**config.mk**
```make
export PLATFORM = sky130hd
export DESIGN_NAME = bmcp_recv_fifo
export DESIGN_NICKNAME = d
export VERILOG_FILES = /design/src/rtl/bmcp_recv_fifo.sv
export SDC_FILE = /design/constraint.sdc
export NUM_CORES = 1
export LEC_CHECK = 0
export CAP_MARGIN = 20
export CORE_ASPECT_RATIO = 1.2
export CORE_MARGIN = 2
export CORE_UTILIZATION = 45
export CTS_CLUSTER_SIZE = 25
export DETAILED_ROUTE_END_ITERATION = 6
export PLACE_DENSITY = 0.69
export REMOVE_ABC_BUFFERS = 1
export SLEW_MARGIN = 15
export SYNTH_ARGS = -nofsm -noshare
export SYNTH_HDL_FRONTEND = slang
export SYNTH_SLANG_ARGS = --single-unit
```
**constraint.sdc**
```tcl
create_clock -name bclk -period 4.03 [get_ports bclk]
set_clock_uncertainty 0.15 [all_clocks]
set_input_delay 0.806 -clock bclk [delete_from_list [all_inputs] [get_ports bclk]]
set_output_delay 0.806 -clock bclk [all_outputs]
set_load 0.01 [all_outputs]
```
**src/rtl/bmcp_recv_fifo.sv**
```systemverilog
// Receive side of the MCP word-transfer synchronizer: toggle synchronizer, capture of the held
// sender word into a show-ahead FIFO, ack toggle back to the sender and sticky protocol-error flag.
module bmcp_recv_fifo #(
   parameter int DW          = 8,
   parameter int DEPTH       = 4,
   parameter int SYNC_STAGES = 2
) (
   input  logic                       bclk,
   input  logic                       brst,
   input  logic                       a_tog,
   input  logic [DW-1:0]              adata,
   output logic                       b_ack,
   output logic [DW-1:0]              bdata,
   output logic                       bvalid,
   input  logic                       bready,
   output logic [$clog2(DEPTH):0]     bcount,
   output logic                       b_busy,
   output logic                       b_err
);

   localparam int AW = $clog2(DEPTH);
   localparam int PW = AW + 1;

   logic [SYNC_STAGES-1:0] r_sync;
   logic                   r_q;
   logic                   r_ack;
   logic                   r_pending;
   logic                   r_err;
   logic [PW-1:0]          r_wr;
   logic [PW-1:0]          r_rd;
   logic [DW-1:0]          r_mem [DEPTH];

   logic w_sync;
   logic w_en;
   logic w_empty;
   logic w_full;
   logic w_pop;
   logic w_space;
   logic w_req;
   logic w_push;

   assign w_sync  = r_sync[SYNC_STAGES-1];
   assign w_en    = w_sync ^ r_q;
   assign w_empty = (r_wr == r_rd);
   assign w_full  = (r_wr[AW] != r_rd[AW]) && (r_wr[AW-1:0] == r_rd[AW-1:0]);
   assign w_pop   = !w_empty && bready;
   // A pop in the same cycle frees the slot the push needs.
   assign w_space = !w_full || w_pop;
   assign w_req   = w_en || r_pending;
   assign w_push  = w_req && w_space;

   always_ff @(posedge bclk or posedge brst) begin
      if (brst) begin
         r_sync    <= '0;
         r_q       <= 1'b0;
         r_ack     <= 1'b0;
         r_pending <= 1'b0;
         r_err     <= 1'b0;
         r_wr      <= '0;
         r_rd      <= '0;
      end else begin
         r_sync <= {r_sync[SYNC_STAGES-2:0], a_tog};
         r_q    <= w_sync;
         if (w_push) begin
            r_wr      <= r_wr + 1'b1;
            r_ack     <= ~r_ack;
            r_pending <= 1'b0;
         end else if (w_req) begin
            r_pending <= 1'b1;
         end
         // A second request while one is held is dropped; only the held word is ever captured.
         if (w_en && r_pending)
            r_err <= 1'b1;
         if (w_pop)
            r_rd <= r_rd + 1'b1;
      end
   end

   always_ff @(posedge bclk or posedge brst) begin
      if (brst) begin
         for (int i = 0; i < DEPTH; i++)
            r_mem[i] <= '0;
      end else if (w_push) begin
         r_mem[r_wr[AW-1:0]] <= adata;
      end
   end

   assign bdata  = r_mem[r_rd[AW-1:0]];
   assign bvalid = !w_empty;
   assign bcount = r_wr - r_rd;
   assign b_ack  = r_ack;
   assign b_busy = r_pending;
   assign b_err  = r_err;

endmodule

```
==> results.md <==
Synth:
- The unique cell type count in the Yosys netlist is 24.
- The top cell type by total area after synthesis is sky130_fd_sc_hd__dfrtp_1.
- After synthesis, the largest area contributor takes up 54.5% of total cell area.
- The synthesized netlist occupies a cell area of 2020 sq um.
- In the synthesized netlist, the number of instances is 125.
- Sorting the synthesized cells by area gives the leading types as sky130_fd_sc_hd__dfrtp_1, sky130_fd_sc_hd__mux2_2, sky130_fd_sc_hd__mux4_2.
- The post-synthesis register bit count is 44.
- The synthesis warning total is 0.
- The sequential share of the synthesized area is 54.5%.
- Dividing the synthesized area by the synthesized cell count gives 16.2 sq um.

Placement:
- Routability-driven placement finished with a final weighted congestion of 0.768.
- After legalization and detailed placement, the total HPWL measured 2510 um.
- The placed instance area is 2350 sq um.
- Input and output buffers added on the ports amount to 26.

STA:
- The worst hold slack after final layout is 0.204 ns.
- After routing, the total negative slack on setup checks comes to 0 ns.
- Setup violations remaining at the end of the flow were counted as 0.
- The final critical-path share of the clock period is 80.5%.
- The number of pins with negative max-slew slack in the final report is 0.
- Setup repair after global routing left no endpoint under its margin.
- The clock period minus worst slack is 3.24 ns.
- The relative slew slack is 56.8%.
- The final hold violation count is 0.
- For this run, the top clock speed supported by timing is 308 MHz.
- For the pin with the worst max-slew slack, the measured transition is 0.648 ns.

Detailed routing:
- The detailed-router iteration count before antenna repair is 3.
- The per-cell via count in the routed design is 5.24.
- The first routing iteration left 36 violations.
- Summed over all layers, the routed wires come to 3480 um.
- The vias after detailed routing is 1122.
- The average wire per standard cell is 16.3 um.
- After detailed routing, the number of remaining DRC violations is 0.
- The number of nets with antenna violations after detailed routing is 0.

CTS:
- The hold buffer count at CTS is 0.
- The clock passes through at most 2 buffers.
- Post-CTS repair changed the size of 0 cells.
- The root buffer cell chosen for the clock tree is sky130_fd_sc_hd__clkbuf_8.
- The clock-pin slew on the worst setup and hold paths is 0.08 ns.
- In this run, CTS created clock tree buffers numbering 5.
- Once the clock tree was built, the setup fixing pass inserted 0 buffers.
- TritonCTS built the clock tree.
- The clock net in this run drives a total of 44 sinks.
- The depth of the CTS H-tree is 2.
- The worst-skew pair later-pin latency is 0.29 ns.

Worst setup path:
- The required time of the critical path is 3.07 ns.
- The minimum setup slack among reg-to-reg paths is 1.33 ns.
- The critical path is of the flip-flop to output pin type.
- The signal arrival time at the worst endpoint is 2.29 ns.
- The number of buffer and inverter stages on the critical path is 2.
- The critical path goes through buf_4 > ha_1 > fa_1 > xnor2_1 > clkdlybuf4s50_1.
- The count of cells along the worst register-to-register path is 5.
- The worst register-to-register path begins at r_rd[1]$_DFFE_PP0P_.
- In this design, the stage delay of the slowest critical-path cell is 0.55 ns.
- The cell with the biggest individual delay on the critical path is sky130_fd_sc_hd__clkdlybuf4s50_1.
- The largest delay contributor family on the critical path is buffers and inverters.
- The reg-to-reg endpoint is r_mem[12]$_DFFE_PP0P_.
- The element type at the critical path start is a flip-flop.
- Of all nets on the critical path, the largest fanout is 7.
- The worst setup path is captured at an output pin.

Floorplanning:
- The total area inside the core boundary comes to 4290 sq um.
- The floorplan die height is 77.4 um.
- The initial core utilization is 47.1%.
- The initialized floorplan defines 26 standard-cell rows.
- The floorplan step set the die width to 65.2 um.
- The full die area is 5040 sq um.
- During I/O placement, the number of pins put on the boundary was 27.

Global route:
- The largest net degree at the start of global routing is 28.
- The global-route wire length before repair is 6000 um.
- For this run, global-route usage on met2 was measured as 26.7%.
- The initial antenna violation count is 0.
- The total routing resource utilization after global routing is 16.2%.
- For met3 alone, demand over resource in global routing was 4.35%.
- The met1 layer usage reported by global route is 19.4%.
- The via count of the first global-routing pass is 1187.
- Global routing finished with a remaining overflow of 0.
- The peak-usage layer in the global routing report is met2.

Final layout:
- Cells fill 57.0% of the core in the end.
- The post-route cell area is 2450 sq um.
- Compared with the post-synthesis result, the final layout area differs by 21.1%.
- The final layout contains 177 nets.
- The number of antenna diodes in the final layout is 0.
- Cells with a size suffix above 1 make up 36.7% of the layout.

Hold path:
- The worst hold path begins at r_sync[0]$_DFF_PP0_.
- The path category of the worst min-delay check is flip-flop to flip-flop.
- Counting instances, the worst hold path has a depth of 0.
- The endpoint of the worst hold-timing path is r_sync[1]$_DFF_PP0_.

Flow run:
- Across the run, the number of max-cap violations was 0.

Power:
- For this design the static power due to leakage is 1.03 nW.
- Power spread over the standard cell area amounts to 905 nW/um^2.
- The worst-case IR drop observed on VDD is 343 uV.

Outcome:
- The run finished with clean final reports.
cell usage in the layout, fill, tap and decap left out, drive strengths merged, types with 2 or more instances in the layout:
| cell type | netlist | layout |
|---|---|---|
| buf | 2 | 2 |
| clkbuf | 1 | 7 |
| clkdlybuf4s50 | 0 | 26 |
| dfrtp | 44 | 44 |
| ha | 7 | 7 |
| inv | 7 | 7 |
| mux2 | 34 | 34 |
| mux4 | 8 | 8 |
| o221ai | 4 | 4 |
| xnor2 | 6 | 6 |
| xor2 | 2 | 2 |
Yosys cell counts (all sizes together):
| cell type | count |
|---|---|
| dfrtp | 44 |
| mux2 | 34 |
| mux4 | 8 |
| ha | 7 |
| inv | 7 |
| xnor2 | 6 |
| o221ai | 4 |
| buf | 2 |
| xor2 | 2 |
| a21o | 1 |
| a31o | 1 |
| a31oi | 1 |
| clkbuf | 1 |
| fa | 1 |
| nand2 | 1 |
| nand3 | 1 |
| nand3b | 1 |
| nor2 | 1 |
| nor3 | 1 |
| o22ai | 1 |
worst register-to-register path: cells and delay by family, from the launching register on:
kind / cells / cell delay [ns]
buf+inv: 1 / 0.10
fa+ha+maj: 1 / 0.36
flops: 1 / 0.68
simple gates: 1 / 0.27
compound gates: 1 / 0.62
mux: 1 / 0.42
registers in the layout, summed over array words and instances (netlist names):
register  cells
b_ack         1
b_busy        1
b_err         1
r_mem        32
r_q           1
r_rd          3
r_sync        2
r_wr          3
cell families after synthesis:
logic type      count (synthesis)  share of synthesized area, %
flops                          44                          54.5
mux                            42                          27.9
buf+inv                        10                          1.92
compound gates                  8                          4.95
xor+xnor                        8                          4.21
fa+ha+maj                       8                          5.32
simple gates                    5                          1.24
layout make-up:
| type | instances | area [sq um] |
|---|---|---|
| Inverter | 7 | 26.3 |
| Sequential cell | 44 | 1100 |
| Clock buffer | 7 | 86.3 |
| Clock inverter | 1 | 7.51 |
| Timing Repair Buffer | 28 | 275 |
| Tap cell | 56 | 70.1 |
| Fill cell | 363 | 1850 |
| Multi-Input combinational cell | 71 | 881 |
layer usage:
layer,part of all wire (%),wire length [um]
met1,42,1470
met2,53,1860
met3,2.6,91
met4,1.8,62
met5,0,0
where the power goes:
part | total [mW] | internal [mW] | switching [mW]
combinational | 1.12 | 0.688 | 0.436
clock | 0.280 | 0.139 | 0.141
sequential | 0.811 | 0.656 | 0.156
metrics by stage:
stage | cells | power, mW | setup WS (ns)
finish | 214 | 2.22 | 0.787
global route | 214 | 2.38 | 0.659
CTS | 214 | 2.26 | 0.745
detailed placement | 206 | 1.97 | 1.07
global placement | 206 | 1.94 | 1.09
floorplan | 122 | 1.51 | 1.63
worst max-delay path by stage:
| stage | from | to | cells past startpoint |
|---|---|---|---|
| after floorplan | r_rd[0]$_DFFE_PP0P_ | bcount[2] | 3 |
| after global placement | r_rd[0]$_DFFE_PP0P_ | bcount[2] | 5 |
| after detailed placement | bready | r_mem[12]$_DFFE_PP0P_ | 4 |
| after CTS | r_rd[0]$_DFFE_PP0P_ | bcount[2] | 5 |
| after global routing | r_rd[0]$_DFFE_PP0P_ | bcount[2] | 5 |
| final | r_rd[0]$_DFFE_PP0P_ | bcount[2] | 5 |
Note: power is estimated with default switching activity, not from simulation.
